--- src/rtl/gelato_warp_scheduler_pkg.sv ---
// gelato_warp_scheduler_pkg
//   Shared types for the fetch-side warp scheduler.
//   - WARP_NUM / WARP_NUM_WIDTH / PC_WIDTH / SPLIT_NUM_WIDTH: default geometry
//   - warp_num_t, pc_t, split_table_num_t: scalar field types
//   - sched_req_t: contents of the registered fetch request slot
//   - sched_state_e: per-warp fetch state (one bit per warp)
package gelato_warp_scheduler_pkg;

  localparam int WARP_NUM        = 4;
  localparam int WARP_NUM_WIDTH  = $clog2(WARP_NUM);
  localparam int PC_WIDTH        = 32;
  localparam int SPLIT_NUM_WIDTH = 2;

  typedef logic [WARP_NUM_WIDTH-1:0]  warp_num_t;
  typedef logic [PC_WIDTH-1:0]        pc_t;
  typedef logic [SPLIT_NUM_WIDTH-1:0] split_table_num_t;

  typedef enum logic {
    WARP_IDLE     = 1'b0,
    WARP_INFLIGHT = 1'b1
  } sched_state_e;

  typedef struct packed {
    warp_num_t        warp_num;
    pc_t              pc;
    split_table_num_t split_table_num;
  } sched_req_t;

endpackage

--- src/rtl/gelato_warp_scheduler_rr_arbiter.sv ---
// gelato_rr_arbiter
//   Combinational round-robin arbiter. Searches req starting at ptr and
//   wrapping modulo WARP_NUM; the first set request wins.
//   Ports:
//     req       in  WARP_NUM        request vector
//     ptr       in  WARP_NUM_WIDTH  search start index
//     gnt_valid out 1               some request is set
//     gnt_idx   out WARP_NUM_WIDTH  index of the winning request
module gelato_rr_arbiter #(
  parameter int WARP_NUM       = 4,
  parameter int WARP_NUM_WIDTH = $clog2(WARP_NUM)
) (
  input  logic [WARP_NUM-1:0]       req,
  input  logic [WARP_NUM_WIDTH-1:0] ptr,
  output logic                      gnt_valid,
  output logic [WARP_NUM_WIDTH-1:0] gnt_idx
);

  // rot_req[k] is the request k positions after ptr. WARP_NUM is a power
  // of two, so the index wraps by plain truncation of the sum.
  logic [WARP_NUM-1:0]       rot_req;
  logic [WARP_NUM_WIDTH-1:0] gnt_off;

  genvar gi;
  generate
    for (gi = 0; gi < WARP_NUM; gi++) begin : g_rot
      logic [WARP_NUM_WIDTH-1:0] src_idx;
      assign src_idx     = ptr + WARP_NUM_WIDTH'(gi);
      assign rot_req[gi] = req[src_idx];
    end
  endgenerate

  // Scan from the far end so the lowest offset from ptr is the last write.
  always_comb begin
    gnt_valid = 1'b0;
    gnt_off   = '0;
    for (int k = WARP_NUM - 1; k >= 0; k--) begin
      if (rot_req[k]) begin
        gnt_valid = 1'b1;
        gnt_off   = WARP_NUM_WIDTH'(k);
      end
    end
    gnt_idx = ptr + gnt_off;
  end

endmodule

--- src/rtl/gelato_warp_scheduler.sv ---
// gelato_warp_scheduler
//   Picks one eligible warp per cycle (round-robin) and places its PC and
//   split-table entry in a registered valid/ready slot for fetch. A granted
//   warp stays in flight until decode releases it with an activate pulse,
//   so each warp has at most one instruction between fetch and decode.
//   Ports:
//     clk, rst_n          clock (rising edge), synchronous active-low reset
//     rdy                 global enable; 0 freezes all state
//     warp_valid          per-warp active split-table entry
//     warp_pc             per-warp selected PC
//     warp_split_num      per-warp selected split-table entry
//     activate_valid      decode releases warp activate_warp_num
//     activate_warp_num   warp being released
//     fetch_valid/ready   request slot handshake
//     fetch_warp_num      warp of the request
//     fetch_pc            PC of the request
//     fetch_split_num     split entry of the request
//     inflight            per-warp in-flight flags
//   The slot register uses the package field widths; parameters must keep
//   their default values unless the package is changed to match.
module gelato_warp_scheduler
  import gelato_warp_scheduler_pkg::*;
#(
  parameter int WARP_NUM        = gelato_warp_scheduler_pkg::WARP_NUM,
  parameter int WARP_NUM_WIDTH  = $clog2(WARP_NUM),
  parameter int PC_WIDTH        = gelato_warp_scheduler_pkg::PC_WIDTH,
  parameter int SPLIT_NUM_WIDTH = gelato_warp_scheduler_pkg::SPLIT_NUM_WIDTH
) (
  input  logic                                      clk,
  input  logic                                      rst_n,
  input  logic                                      rdy,
  input  logic [WARP_NUM-1:0]                       warp_valid,
  input  logic [WARP_NUM-1:0][PC_WIDTH-1:0]         warp_pc,
  input  logic [WARP_NUM-1:0][SPLIT_NUM_WIDTH-1:0]  warp_split_num,
  input  logic                                      activate_valid,
  input  logic [WARP_NUM_WIDTH-1:0]                 activate_warp_num,
  output logic                                      fetch_valid,
  input  logic                                      fetch_ready,
  output logic [WARP_NUM_WIDTH-1:0]                 fetch_warp_num,
  output logic [PC_WIDTH-1:0]                       fetch_pc,
  output logic [SPLIT_NUM_WIDTH-1:0]                fetch_split_num,
  output logic [WARP_NUM-1:0]                       inflight
);

  sched_req_t                slot_reg;
  logic                      fetch_valid_reg;
  logic [WARP_NUM-1:0]       inflight_reg;
  logic [WARP_NUM-1:0]       inflight_next;
  logic [WARP_NUM_WIDTH-1:0] ptr_reg;

  logic [WARP_NUM-1:0]       eligible;
  logic                      fire;
  logic                      slot_free;
  logic                      gnt_valid;
  logic [WARP_NUM_WIDTH-1:0] gnt_idx;
  logic                      grant;
  sched_req_t                grant_req;

  assign eligible  = warp_valid & ~inflight_reg;
  assign fire      = fetch_valid_reg & fetch_ready;
  assign slot_free = ~fetch_valid_reg | fire;
  assign grant     = rdy & slot_free & gnt_valid;

  gelato_rr_arbiter #(
    .WARP_NUM       (WARP_NUM),
    .WARP_NUM_WIDTH (WARP_NUM_WIDTH)
  ) u_arb (
    .req       (eligible),
    .ptr       (ptr_reg),
    .gnt_valid (gnt_valid),
    .gnt_idx   (gnt_idx)
  );

  assign grant_req.warp_num        = gnt_idx;
  assign grant_req.pc              = warp_pc[gnt_idx];
  assign grant_req.split_table_num = warp_split_num[gnt_idx];

  // Activate clears, grant sets. A grant only targets an IDLE warp, so the
  // two never fight over the same bit in a meaningful way.
  genvar gi;
  generate
    for (gi = 0; gi < WARP_NUM; gi++) begin : g_inflight
      logic act_hit;
      logic gnt_hit;
      assign act_hit = activate_valid && (activate_warp_num == WARP_NUM_WIDTH'(gi));
      assign gnt_hit = grant && (gnt_idx == WARP_NUM_WIDTH'(gi));
      assign inflight_next[gi] = gnt_hit ? WARP_INFLIGHT
                               : (act_hit ? WARP_IDLE : inflight_reg[gi]);
    end
  endgenerate

  always_ff @(posedge clk) begin
    if (!rst_n) begin
      slot_reg        <= '0;
      fetch_valid_reg <= 1'b0;
      inflight_reg    <= '0;
      ptr_reg         <= '0;
    end else if (rdy) begin
      inflight_reg <= inflight_next;
      if (grant) begin
        slot_reg        <= grant_req;
        fetch_valid_reg <= 1'b1;
        ptr_reg         <= gnt_idx + 1'b1;
      end else if (fire) begin
        fetch_valid_reg <= 1'b0;
      end
    end
  end

  assign fetch_valid     = fetch_valid_reg;
  assign fetch_warp_num  = slot_reg.warp_num;
  assign fetch_pc        = slot_reg.pc;
  assign fetch_split_num = slot_reg.split_table_num;
  assign inflight        = inflight_reg;

endmodule

--- config.mk ---
export PLATFORM = sky130hd
export DESIGN_NAME = gelato_warp_scheduler
export DESIGN_NICKNAME = d
export VERILOG_FILES = /design/src/rtl/gelato_warp_scheduler_pkg.sv /design/src/rtl/gelato_warp_scheduler_rr_arbiter.sv /design/src/rtl/gelato_warp_scheduler.sv
export SDC_FILE = /design/constraint.sdc
export NUM_CORES = 1
export LEC_CHECK = 0
export ABC_CLOCK_PERIOD_IN_PS = 2600
export CORE_ASPECT_RATIO = 2
export CORE_MARGIN = 2
export CORE_UTILIZATION = 35
export DETAILED_ROUTE_END_ITERATION = 7
export PLACE_DENSITY = 0.84
export SLEW_MARGIN = 40
export SYNTH_ARGS = -nofsm -noshare
export SYNTH_HDL_FRONTEND = slang
export SYNTH_SLANG_ARGS = --single-unit
--- constraint.sdc ---
create_clock -name clk -period 2.6 [get_ports clk]
set_input_delay 0.52 -clock clk [delete_from_list [all_inputs] [get_ports clk]]
set_output_delay 0.52 -clock clk [all_outputs]
set_load 0.05 [all_outputs]
==> results by group, run 1 <==
GRT
  • Largest net degree at the start of global routing: 37
  • First-pass GRT wire length: 20.92 mm
  • Initial antenna violation count: 0
  • Vias in the first global route: 4107
  • Global route overflow: 0
  • Global Route Usage Sum: 26.53%

Critical path
  • Start point of the critical path: warp_valid[3]
  • Worst Path Arrival: 2.77 ns
  • Reg-to-reg setup timing slack: 0.01 ns
  • Worst-path fanout max: 8
  • Max incr delay on CP: 0.36 ns
  • Slowest-stage cell, CP: o311a_1
  • R2r endpoint: fetch_pc[12]
  • Critical Path RT: 2.78 ns
  • Delay-heaviest family, CP: compound AO/OA/AOI/OAI gates
  • CP Launch Type: input pin
  • Worst reg2reg path depth: 11
  • Cell chain of the critical path: clkdlybuf4s15_1 > nand2b_4 > o311a_1 > o211ai_1 > buf_4 > ha_4 > buf_12 > buf_16 > mux2i_4 > o221ai_2 > a22o_1
  • R2R Path Start: inflight[0]
  • Crit end category: flop
  • CP bufs+invs: 4
  • Critical path type: input pin to flop
  • Stages on the worst setup path: 11
  • Worst Setup EP: fetch_pc[12]

Floorplanning
  • Die height: 141.1 um
  • Rows: 50
  • Die footprint: 10240 um2
  • Initial Util: 35.54%
  • Die width: 72.57 um
  • Core box area: 9259 um2
  • Total I/O pin count: 188

CTS
  • Worst-path clk slew: 0.06 ns
  • Clk root buf: clkbuf_16
  • CTS buffer count: 5
  • CTS Sinks: 43
  • # H-tree levels: 2
  • Clock latency on the worst-skew pair: 0.29 ns
  • Hold_buf cts: 0
  • Worst-case clock buffer depth: 2
  • TritonCTS clock tree: built

Finish
  • Syn-to-layout area delta: 98.97%
  • Post-layout util: 70.72%
  • Ant. Diodes: 0
  • Layout cells sized above 1: 31.67%
  • Final instance area: 6548 um2
  • Max reg flops: 32
  • Fill cells: 650
  • Final #Nets: 669

Pwr
  • Leak: 2.308 nW
  • Sequential power share: 14.4%
  • Pwr/cell area: 1229 nW/um2
  • Internal: 4.462 mW
  • Max VDD drop: 646.7 uV
  • P_sw: 3.585 mW
  • Clock power share: 7.8%
  • Sw frac: 44.55%
  • Part of the power in combinational logic: 77.8%

Synthesis
  • Largest area contributor in the netlist: dfxtp_1
  • Cells after Synth: 321
  • Synthesis Warnings: 0
  • Post-synth top flop: dfxtp_1
  • Post-synth top area share: 26.16%
  • Synth area leaders: dfxtp_1 26%, mux2i_1 21%, o221ai_1 12%
  • Syn_nets: 470
  • Synth unique cells: 42
  • Seq/Total Area, Yosys: 26.16%
  • Post-synth EDFFs: 0
  • Mapped Avg Cell Area: 10.25 um2
  • #FFs+latches synth: 43
  • Share of flip-flops with an asynchronous set or reset: 0%
  • Synthesized cell area: 3291 um2

STA
  • Least-Margin Pin Slew: 0.5636 ns
  • Final hold vios: 0
  • Maximum clock rate: 385.3 MHz
  • Clock Skews: 0.005011 ns
  • Tmin final: 2.596 ns
  • Max-slew violations: 0
  • Max_slew headroom: 62.31%
  • Final cycle utilization of the critical path: 99.84%
  • Setup violators final: 0

Route
  • WL final: 14.04 mm
  • Post-DRT Antenna Nets: 0
  • Starting DRT DRC Count: 191
  • Vias per cell: 6.062
  • Drt pass-1 iters: 4
  • Drt wl/cell: 22.47 um
  • Vias: 3789
  • # DRC: 0

Min path
  • Hold Crit Class: flop to flop
  • Worst Min Path Start: fetch_warp_num[1]

Status
  • Outcome: completed

Flow run
  • Total of max-cap violations: 0

Placed design
  • HPWL Detailed: 9.161 mm
  • Placed cell area: 5411 um2
  • IO Port Bufs: 187
  • Final Wtd Congestion: 0.8154
[power by group through the flow]
stage | Sequential, mW | Clock, mW | Combinational (mW)
after floorplan | 2.09 | 0 | 2.08
after global placement | 1.15 | 0 | 4.36
after detailed placement | 1.15 | 0 | 4.47
after CTS | 1.15 | 0.629 | 6.00
after global routing | 1.19 | 0.658 | 6.52
final | 1.16 | 0.627 | 6.26
[cell families (layout without fill, tap and decap cells)]
kind of cell | count (synthesis) | count (layout) | synth area share [%]
AND/OR/NAND/NOR | 34 | 34 | 6.236
buffers and inverters | 42 | 242 | 7.567
flip-flops | 43 | 43 | 26.16
AO/OA/AOI/OAI | 127 | 127 | 36.96
adder cells (fa/ha/maj) | 2 | 2 | 0.7603
XOR/XNOR | 2 | 2 | 0.5324
multiplexers | 71 | 71 | 21.79
[worst register-to-register path, delay by kind of cell (launching register included)]
kind / cells / cell delay [ns]
flops: 1 / 0.33
compound gates: 4 / 0.69
mux: 1 / 0.30
simple gates: 2 / 0.34
buf+inv: 3 / 0.51
fa+ha+maj: 1 / 0.31
[timing repair]
action	4_1_cts	5_1_grt
gates cloned	5	1
pin swaps	18	7
endpoints found under the setup margin	33	33
setup buffers	8	2
resized for setup	122	21
[layer usage]
metal	part of all wire (%)	GRT usage, %	vias to the layer above
li1	-	-	1742
met1	31	24.92	1809
met2	58	49.62	175
met3	4.3	4.646	63
met4	6.8	17.74	0
met5	0	0	-
[synthesized netlist by cell type (2+ instances only)]
library cell / n
nand3_2: 2
a22o_1: 33
buf_4: 3
nand2b_1: 4
o21ai_0: 4
buf_6: 9
nand2_1: 8
nand3_1: 4
buf_2: 10
o221ai_1: 46
nand3b_1: 2
xnor2_1: 2
o221ai_2: 21
a21oi_1: 6
nor3_1: 2
clkbuf_1: 17
mux2i_1: 69
o211ai_1: 4
dfxtp_1: 43
inv_1: 3
nor2b_1: 5
o311ai_0: 2
ha_1: 2
o31ai_1: 2
[worst min-delay path by stage]
stage | to | cells after the start
detailed placement | fetch_warp_num[1] | 2
floorplan | ptr_reg[1] | 2
finish | fetch_warp_num[1] | 2
global route | fetch_pc[13] | 1
global placement | fetch_warp_num[1] | 2
CTS | fetch_warp_num[1] | 2
[layout make-up]
cell class	count	area (um2)	area share, %
multi-input cells	236	2904	44.35
repair buffers	231	2496	38.12
flip-flops and latches	43	865.8	13.22
well taps	104	130.1	1.987
clock buffers	5	125.1	1.911
clock inverters	3	15.01	0.2293
inverters	3	11.26	0.1720
[cell usage in the layout, fill, tap and decap left out, types with 3 or more instances in the layout]
cell type / Yosys / final
a22o_1: 33 / 33
clkdlybuf4s15_1: 0 / 3
mux2i_2: 0 / 11
o221ai_1: 46 / 34
nand2_1: 8 / 8
buf_4: 3 / 24
o221ai_2: 21 / 33
clkbuf_16: 0 / 6
clkinv_2: 0 / 3
a21oi_1: 6 / 6
buf_12: 0 / 11
clkdlybuf4s50_1: 0 / 183
inv_1: 3 / 3
mux2i_1: 69 / 14
nand3_1: 4 / 3
nor2b_1: 5 / 3
mux2i_4: 0 / 44
nand3_2: 2 / 3
dfxtp_1: 43 / 39
dfxtp_2: 0 / 4
buf_16: 0 / 7
o21ai_0: 4 / 4
o211ai_1: 4 / 4
[metrics by stage]
step | cells | total power [mW] | hold slack (ns) | worst slack [ns] | setup TNS (ns)
2_1_floorplan | 321 | 4.173 | 0.5709 | -0.02674 | -0.4514
6_report | 625 | 8.048 | 0.4664 | 0.004286 | 0
3_5_place_dp | 601 | 5.612 | 0.4610 | -0.5869 | -18.02
4_1_cts | 622 | 7.779 | 0.4698 | 0.04965 | 0
5_1_grt | 625 | 8.364 | 0.4917 | -0.06925 | -0.7671
3_3_place_gp | 601 | 5.502 | 0.4517 | -0.5221 | -14.73
Note: power is estimated with default switching activity, not from simulation.
==> run 2, diff against run 1 <==
Settings changed: ABC_CLOCK_PERIOD_IN_PS 2600 to 3250, CORE_UTILIZATION 35 to 42, PLACE_DENSITY 0.84 to 0.93.
Clock period 2.6 ns to 3.25 ns, I/O delays scaled along.
==> run 2 against run 1 <==
Global-route usage up 1.2 points. Via count down 4.2%. Die area down 16%. Clock-buffer cell count up 1. Flip-flop and latch count unchanged. Wire length down 14%. Critical path type unchanged. Critical endpoint is now fetch_pc[16]. Largest power group unchanged.
==> results by group, run 2 (synthesis results as in run 1) <==
Status
  • Outcome: completed

STA
  • RSZ-0062 raised after global routing: false
  • Final hold vios: 0 (unchanged)
  • Clock Skews: 0.004587 ns (-0.0004233 ns)
  • Max_slew headroom: 62.38% (+0.071 points)
  • Tmin final: 3.012 ns
  • Worst Slack Setup Final: 0.2375 ns (+0.2332 ns)
  • Hold WS: 0.4778 ns (+0.01143 ns)
  • Max-slew violations: 0 (unchanged)
  • Maximum clock rate: 332.0 MHz
  • Least-Margin Pin Slew: 0.5625 ns (-0.001067 ns)
  • Setup violators final: 0 (unchanged)
  • Final cycle utilization of the critical path: 92.69%

GRT
  • Largest net degree at the start of global routing: 33 (-11%)
  • Initial antenna violation count: 0 (unchanged)
  • First-pass GRT wire length: 18.37 mm (-12%)
  • Global Route Usage Sum: 27.68% (+1.2 points)
  • Vias in the first global route: 3782 (-7.9%)
  • Global route overflow: 0 (unchanged)

Critical path
  • R2R Path Start: ptr_reg[0]
  • Worst Path Arrival: 3.20 ns (+0.43 ns)
  • CP bufs+invs: 2 (-2)
  • Worst reg2reg path depth: 8 (-3)
  • R2r endpoint: fetch_pc[16]
  • Reg-to-reg setup timing slack: 0.55 ns (+0.54 ns)
  • CP Launch Type: input pin
  • Delay-heaviest family, CP: compound AO/OA/AOI/OAI gates
  • Slowest-stage cell, CP: clkdlybuf4s50_1
  • Worst-path fanout max: 7 (-1)
  • Crit end category: flop
  • Critical path type: input pin to flop
  • Max incr delay on CP: 0.47 ns (+0.11 ns)
  • Critical Path RT: 3.44 ns (+0.66 ns)
  • Cell chain of the critical path: clkdlybuf4s50_1 > and2b_1 > nor3_1 > a311oi_1 > o211ai_1 > ha_4 > buf_4 > mux2i_1 > o221ai_1 > a22o_1

Placed design
  • Setup WS pre-CTS: -0.04334 ns (+0.5436 ns)
  • Cells after DPL: 586 (-2.5%)
  • Final Wtd Congestion: 0.8063 (-1.1%)
  • HPWL Detailed: 9.258 mm (+1.1%)
  • IO Port Bufs: 187 (unchanged)

Route
  • Drt pass-1 iters: 5 (+1)
  • Post-DRT Antenna Nets: 0 (unchanged)
  • Drt wl/cell: 20.33 um (-9.5%)
  • Starting DRT DRC Count: 255 (+34%)
  • Vias: 3631 (-4.2%)
  • # DRC: 0 (unchanged)
  • Vias per cell: 6.113 (+0.83%)
  • WL final: 12.08 mm (-14%)

Floorplanning
  • Die footprint: 8602 um2 (-16%)
  • Die width: 66.59 um (-8.2%)
  • Rows: 45 (-10%)
  • Die height: 129.2 um (-8.5%)
  • Total I/O pin count: 188 (unchanged)
  • Initial Util: 43.29% (+7.8 points)
  • Core box area: 7601 um2 (-18%)

CTS
  • # H-tree levels: 2 (unchanged)
  • Worst-path clk slew: 0.07 ns (about the same)
  • Worst-case clock buffer depth: 2 (unchanged)
  • Setup Buffers After CTS: 0 (-8)
  • Clock latency on the worst-skew pair: 0.29 ns (about the same)
  • Post-cts gate resize count: 0 (-100%)
  • Hold_buf cts: 0 (unchanged)
  • Clk root buf: clkbuf_16
  • CTS Sinks: 43 (unchanged)
  • CTS buffer count: 5 (unchanged)
  • TritonCTS clock tree: built

Finish
  • Post-Layout Cell Count: 594 (-5.0%)
  • Final #Nets: 648 (-3.1%)
  • Most frequent cells in the layout: 187 x clkdlybuf4s50_1, 69 x mux2i_1, 46 x o221ai_1
  • Layout cells sized above 1: 12.80% (-19 points)
  • Most common cell after layout, fill and taps aside: clkdlybuf4s50_1
  • Max reg flops: 32 (unchanged)
  • Syn-to-layout area delta: 65.93%
  • Post-layout util: 71.84% (+1.1 points)
  • Ant. Diodes: 0 (unchanged)

Pwr
  • Max VDD drop: 467.2 uV (-28%)
  • Internal: 2.573 mW (-42%)
  • Leak: 2.132 nW (-7.6%)
  • Sequential power share: 18.7% (+4.3 points)
  • Pwr/cell area: 907.2 nW/um2 (-26%)
  • P_sw: 2.381 mW (-34%)
  • Part of the power in combinational logic: 71.1% (-6.7 points)
  • Sw frac: 48.06% (+3.5 points)
  • Clock power share: 10.3% (+2.5 points)
  • Overall Power: 4.954 mW (-38%)

Min path
  • Hold Crit Class: flop to flop
  • WHS Endpoint: fetch_warp_num[1]
  • Hold Path Stages: 2 (unchanged)
  • Worst Min Path Start: fetch_warp_num[1]

Flow run
  • Total of max-cap violations: 0 (unchanged)
-- run 2: changes by cell type in the layout (fill, tap and decap cells not counted), moves of 3 or more --
cell / delta
mux2i_1: +55
mux2i_4: -44
o221ai_1: +12
o221ai_2: -12
mux2i_2: -11
buf_4: -8
buf_16: -7
buf_12: -4
clkdlybuf4s50_1: +4
dfxtp_1: +4
dfxtp_2: -4
clkdlybuf4s15_1: -3
-- run 2: worst reg2reg max path: stages (launching register included) --
cell      delay [ns]
dfxtp_1         0.66
nor3_1          0.14
a311oi_1        0.28
o211ai_1        0.18
ha_4            0.40
buf_4           0.19
mux2i_1         0.35
o221ai_1        0.18
a22o_1          0.22
-- run 2: worst max-delay path by stage --
stage / end / startpoint / cells after the start
detailed placement: fetch_pc[16] / warp_valid[0] / 10
floorplan: fetch_pc[10] / inflight[1] / 10
global placement: fetch_pc[9] / warp_valid[0] / 11
global route: fetch_pc[16] / warp_valid[0] / 10
CTS: fetch_pc[9] / warp_valid[0] / 11
finish: fetch_pc[16] / warp_valid[0] / 10
-- run 2: power groups by stage --
stage               logic (mW)  registers, mW  clock network (mW)
global route              3.70          0.944               0.527
CTS                       3.53          0.922               0.512
floorplan                 1.66           1.67                   0
global placement          3.41          0.915                   0
finish                    3.52          0.926               0.508
detailed placement        3.51          0.922                   0
-- run 2: metal layers --
layer	vias up	global-route usage (%)	share of wire, %
li1	1691	-	-
met1	1745	27.00	35
met2	154	51.47	56
met3	41	4.601	4.7
met4	0	17.89	4.8
met5	-	0	0
-- run 2: cell type report --
type,instances,area [um2]
Inverter,3,11.26
Tap cell,94,117.6
Clock buffer,6,128.9
Multi-Input combinational cell,236,2197
Fill cell,554,2141
Clock inverter,2,12.51
Sequential cell,43,860.8
Timing Repair Buffer,210,2132
-- run 2: per-stage QoR --
stage	area (um2)	TNS, ns
after global routing	5460	0
final	5460	0
after global placement	5319	0
after detailed placement	5319	-0.1539
after CTS	5460	0
after floorplan	3291	0
==> run 3, diff against run 2 <==
Settings changed: ABC_CLOCK_PERIOD_IN_PS 3250 to 3100, CORE_UTILIZATION 42 to 39, PLACE_DENSITY 0.93 to 0.88.
Clock period 3.25 ns to 3.1 ns, I/O delays scaled along.
==> run 3 against run 2 <==
Final area grew 1.5%. Worst hold slack better by 0.0036 ns. Largest power group unchanged. Largest cell class unchanged. Wire length shrank 1.8%. Highest routed layer unchanged.
==> results by group, run 3 (synthesis results as in run 1) <==
Route
  • Vias per cell: 6.075 (-0.62%)
  • Vias: 3663 (+0.88%)
  • Post-DRT Antenna Nets: 0 (unchanged)
  • Starting DRT DRC Count: 200 (-22%)
  • # DRC: 0 (unchanged)
  • Drt pass-1 iters: 4 (-1)
  • Drt wl/cell: 19.67 um (-3.2%)
  • WL final: 11.86 mm (-1.8%)

Critical path
  • Worst reg2reg path depth: 8 (unchanged)
  • CP bufs+invs: 2 (unchanged)
  • Reg-to-reg setup timing slack: 0.43 ns (-0.12 ns)
  • Critical path type: input pin to flop
  • Worst-path fanout max: 23 (+16)
  • Max incr delay on CP: 0.48 ns (about the same)
  • Crit end category: flop
  • Worst Path Arrival: 3.17 ns (-0.03 ns)
  • Cell chain of the critical path: clkdlybuf4s50_1 > and2b_1 > nor3_1 > a311oi_1 > o211ai_1 > ha_4 > buf_12 > mux2i_1 > o221ai_1 > a22o_1
  • R2r endpoint: fetch_pc[30]
  • Slowest-stage cell, CP: clkdlybuf4s50_1
  • CP Launch Type: input pin
  • Delay-heaviest family, CP: compound AO/OA/AOI/OAI gates
  • R2R Path Start: ptr_reg[0]
  • Critical Path RT: 3.28 ns (-0.16 ns)

GRT
  • Global route overflow: 0 (unchanged)
  • Global Route Usage Sum: 26.30% (-1.4 points)
  • Vias in the first global route: 3989 (+5.5%)
  • Largest net degree at the start of global routing: 41 (+24%)
  • Initial antenna violation count: 0 (unchanged)
  • First-pass GRT wire length: 18.64 mm (+1.5%)

STA
  • Worst Slack Setup Final: 0.1036 ns (-0.1339 ns)
  • Least-Margin Pin Slew: 0.5653 ns (+0.002751 ns)
  • Post-Route Setup TNS: 0 ns (unchanged)
  • Maximum clock rate: 333.7 MHz
  • Tmin final: 2.996 ns
  • Clock Skews: 0.003660 ns (-0.0009278 ns)
  • Max-slew violations: 0 (unchanged)
  • Final hold vios: 0 (unchanged)
  • Final cycle utilization of the critical path: 96.66%
  • Max_slew headroom: 62.20% (-0.18 points)
  • RSZ-0062 raised after global routing: true
  • Setup violators final: 0 (unchanged)

Finish
  • Most common cell after layout, fill and taps aside: clkdlybuf4s50_1
  • Syn-to-layout area delta: 68.44%
  • Layout cells sized above 1: 14.85% (+2.1 points)
  • Storage element area: 860.8 um2 (unchanged)
  • Max reg flops: 32 (unchanged)
  • Post-Layout Cell Count: 603 (+1.5%)
  • Most frequent cells in the layout: 187 x clkdlybuf4s50_1, 62 x mux2i_1, 46 x o221ai_1
  • Ant. Diodes: 0 (unchanged)
  • Final #Nets: 653 (+0.77%)
  • Fill cells: 672 (+21%)
  • Post-layout util: 67.33% (-4.5 points)
  • Area of the multi-input gates: 2228 um2 (+1.4%)

Floorplanning
  • Die width: 68.95 um (+3.5%)
  • Initial Util: 39.97% (-3.3 points)
  • Die height: 133.9 um (+3.7%)
  • Die footprint: 9233 um2 (+7.3%)
  • Core box area: 8233 um2 (+8.3%)
  • Rows: 47 (+4.4%)
  • Total I/O pin count: 188 (unchanged)

CTS
  • # H-tree levels: 2 (unchanged)
  • Clock latency on the worst-skew pair: 0.28 ns (about the same)
  • Worst-case clock buffer depth: 2 (unchanged)
  • Clk root buf: clkbuf_16
  • Worst-path clk slew: 0.06 ns (about the same)
  • CTS buffer count: 5 (unchanged)
  • TritonCTS clock tree: built
  • CTS Sinks: 43 (unchanged)
  • Setup Buffers After CTS: 0 (unchanged)

Pwr
  • Sequential power share: 18.5% (-0.2 points)
  • Pwr/cell area: 948.0 nW/um2 (+4.5%)
  • Sw frac: 47.16% (-0.90 points)
  • P_sw: 2.478 mW (+4.1%)
  • Internal: 2.776 mW (+7.9%)
  • Leak: 2.157 nW (+1.2%)
  • Overall Power: 5.255 mW (+6.1%)
  • Part of the power in combinational logic: 71.8% (+0.7 points)
  • Max VDD drop: 537.1 uV (+15%)
  • Clock power share: 9.7% (-0.6 points)

Min path
  • WHS Endpoint: fetch_pc[26]
  • Hold Path Stages: 1 (-1)
  • Worst Min Path Start: fetch_pc[26]
  • Hold Crit Class: flop to flop

Placed design
  • Cells after DPL: 595 (+1.5%)
  • Final Wtd Congestion: 0.8366 (+3.8%)
  • Setup WS pre-CTS: -0.2243 ns (-0.1810 ns)
  • HPWL Detailed: 9.196 mm (-0.68%)
  • IO Port Bufs: 187 (unchanged)

Flow run
  • Total of max-cap violations: 0 (unchanged)

Status
  • Outcome: completed
run 3: power groups by stage:
| stage | registers (mW) | logic (mW) | clock network [mW] |
|---|---|---|---|
| 3_5_place_dp | 0.970 | 3.75 | 0 |
| 6_report | 0.971 | 3.78 | 0.509 |
| 4_1_cts | 0.969 | 3.76 | 0.521 |
| 5_1_grt | 0.997 | 4.00 | 0.544 |
| 2_1_floorplan | 1.75 | 1.74 | 0 |
| 3_3_place_gp | 0.967 | 3.63 | 0 |
run 3: cell type report:
class	instances	share of cell area, %
Multi-Input combinational cell	236	40.20
Tap cell	98	2.212
Clock buffer	7	2.393
Timing Repair Buffer	215	39.37
Sequential cell	43	15.53
Inverter	3	0.2032
Clock inverter	1	0.09029
run 3: what timing repair did:
item | 4_1_cts | 5_1_grt
gates resized for setup | 0 | 7
hold buffers | 0 | 0
endpoints found under the setup margin | 0 | 6
run 3: metrics by stage:
step                hold slack (ns)  cell area [um2]
CTS                          0.4810             5517
detailed placement           0.4663             5379
global route                 0.5026             5543
finish                       0.4814             5543
floorplan                    0.5709             3291
global placement             0.4470             5374
run 3: how the worst max path moves through the flow:
stage             startpoint           end  slack [ns]  depth (start not counted)
3_5_place_dp   warp_valid[0]  fetch_pc[22]       -0.22                         10
6_report       warp_valid[0]  fetch_pc[30]        0.10                         10
4_1_cts        warp_valid[0]  fetch_pc[22]        0.05                         10
3_3_place_gp   warp_valid[0]  fetch_pc[22]       -0.10                         10
5_1_grt        warp_valid[0]  fetch_pc[22]       -0.01                         10
2_1_floorplan    inflight[1]  fetch_pc[11]        0.14                         10
run 3: worst reg2reg max path: stages, from the launching register on:
cell      delay, ns
dfxtp_1        0.64
nor3_1         0.13
a311oi_1       0.27
o211ai_1       0.19
ha_4           0.41
buf_12         0.22
mux2i_1        0.31
o221ai_1       0.17
a22o_1         0.22
run 3: layer usage:
metal  share of wire, %  vias to the layer above  GRT usage, %
li1                   -                     1700             -
met1                 35                     1760         25.89
met2                 55                      149         48.34
met3                4.2                       54         4.195
met4                5.9                        0         15.47
met5                  0                        -             0
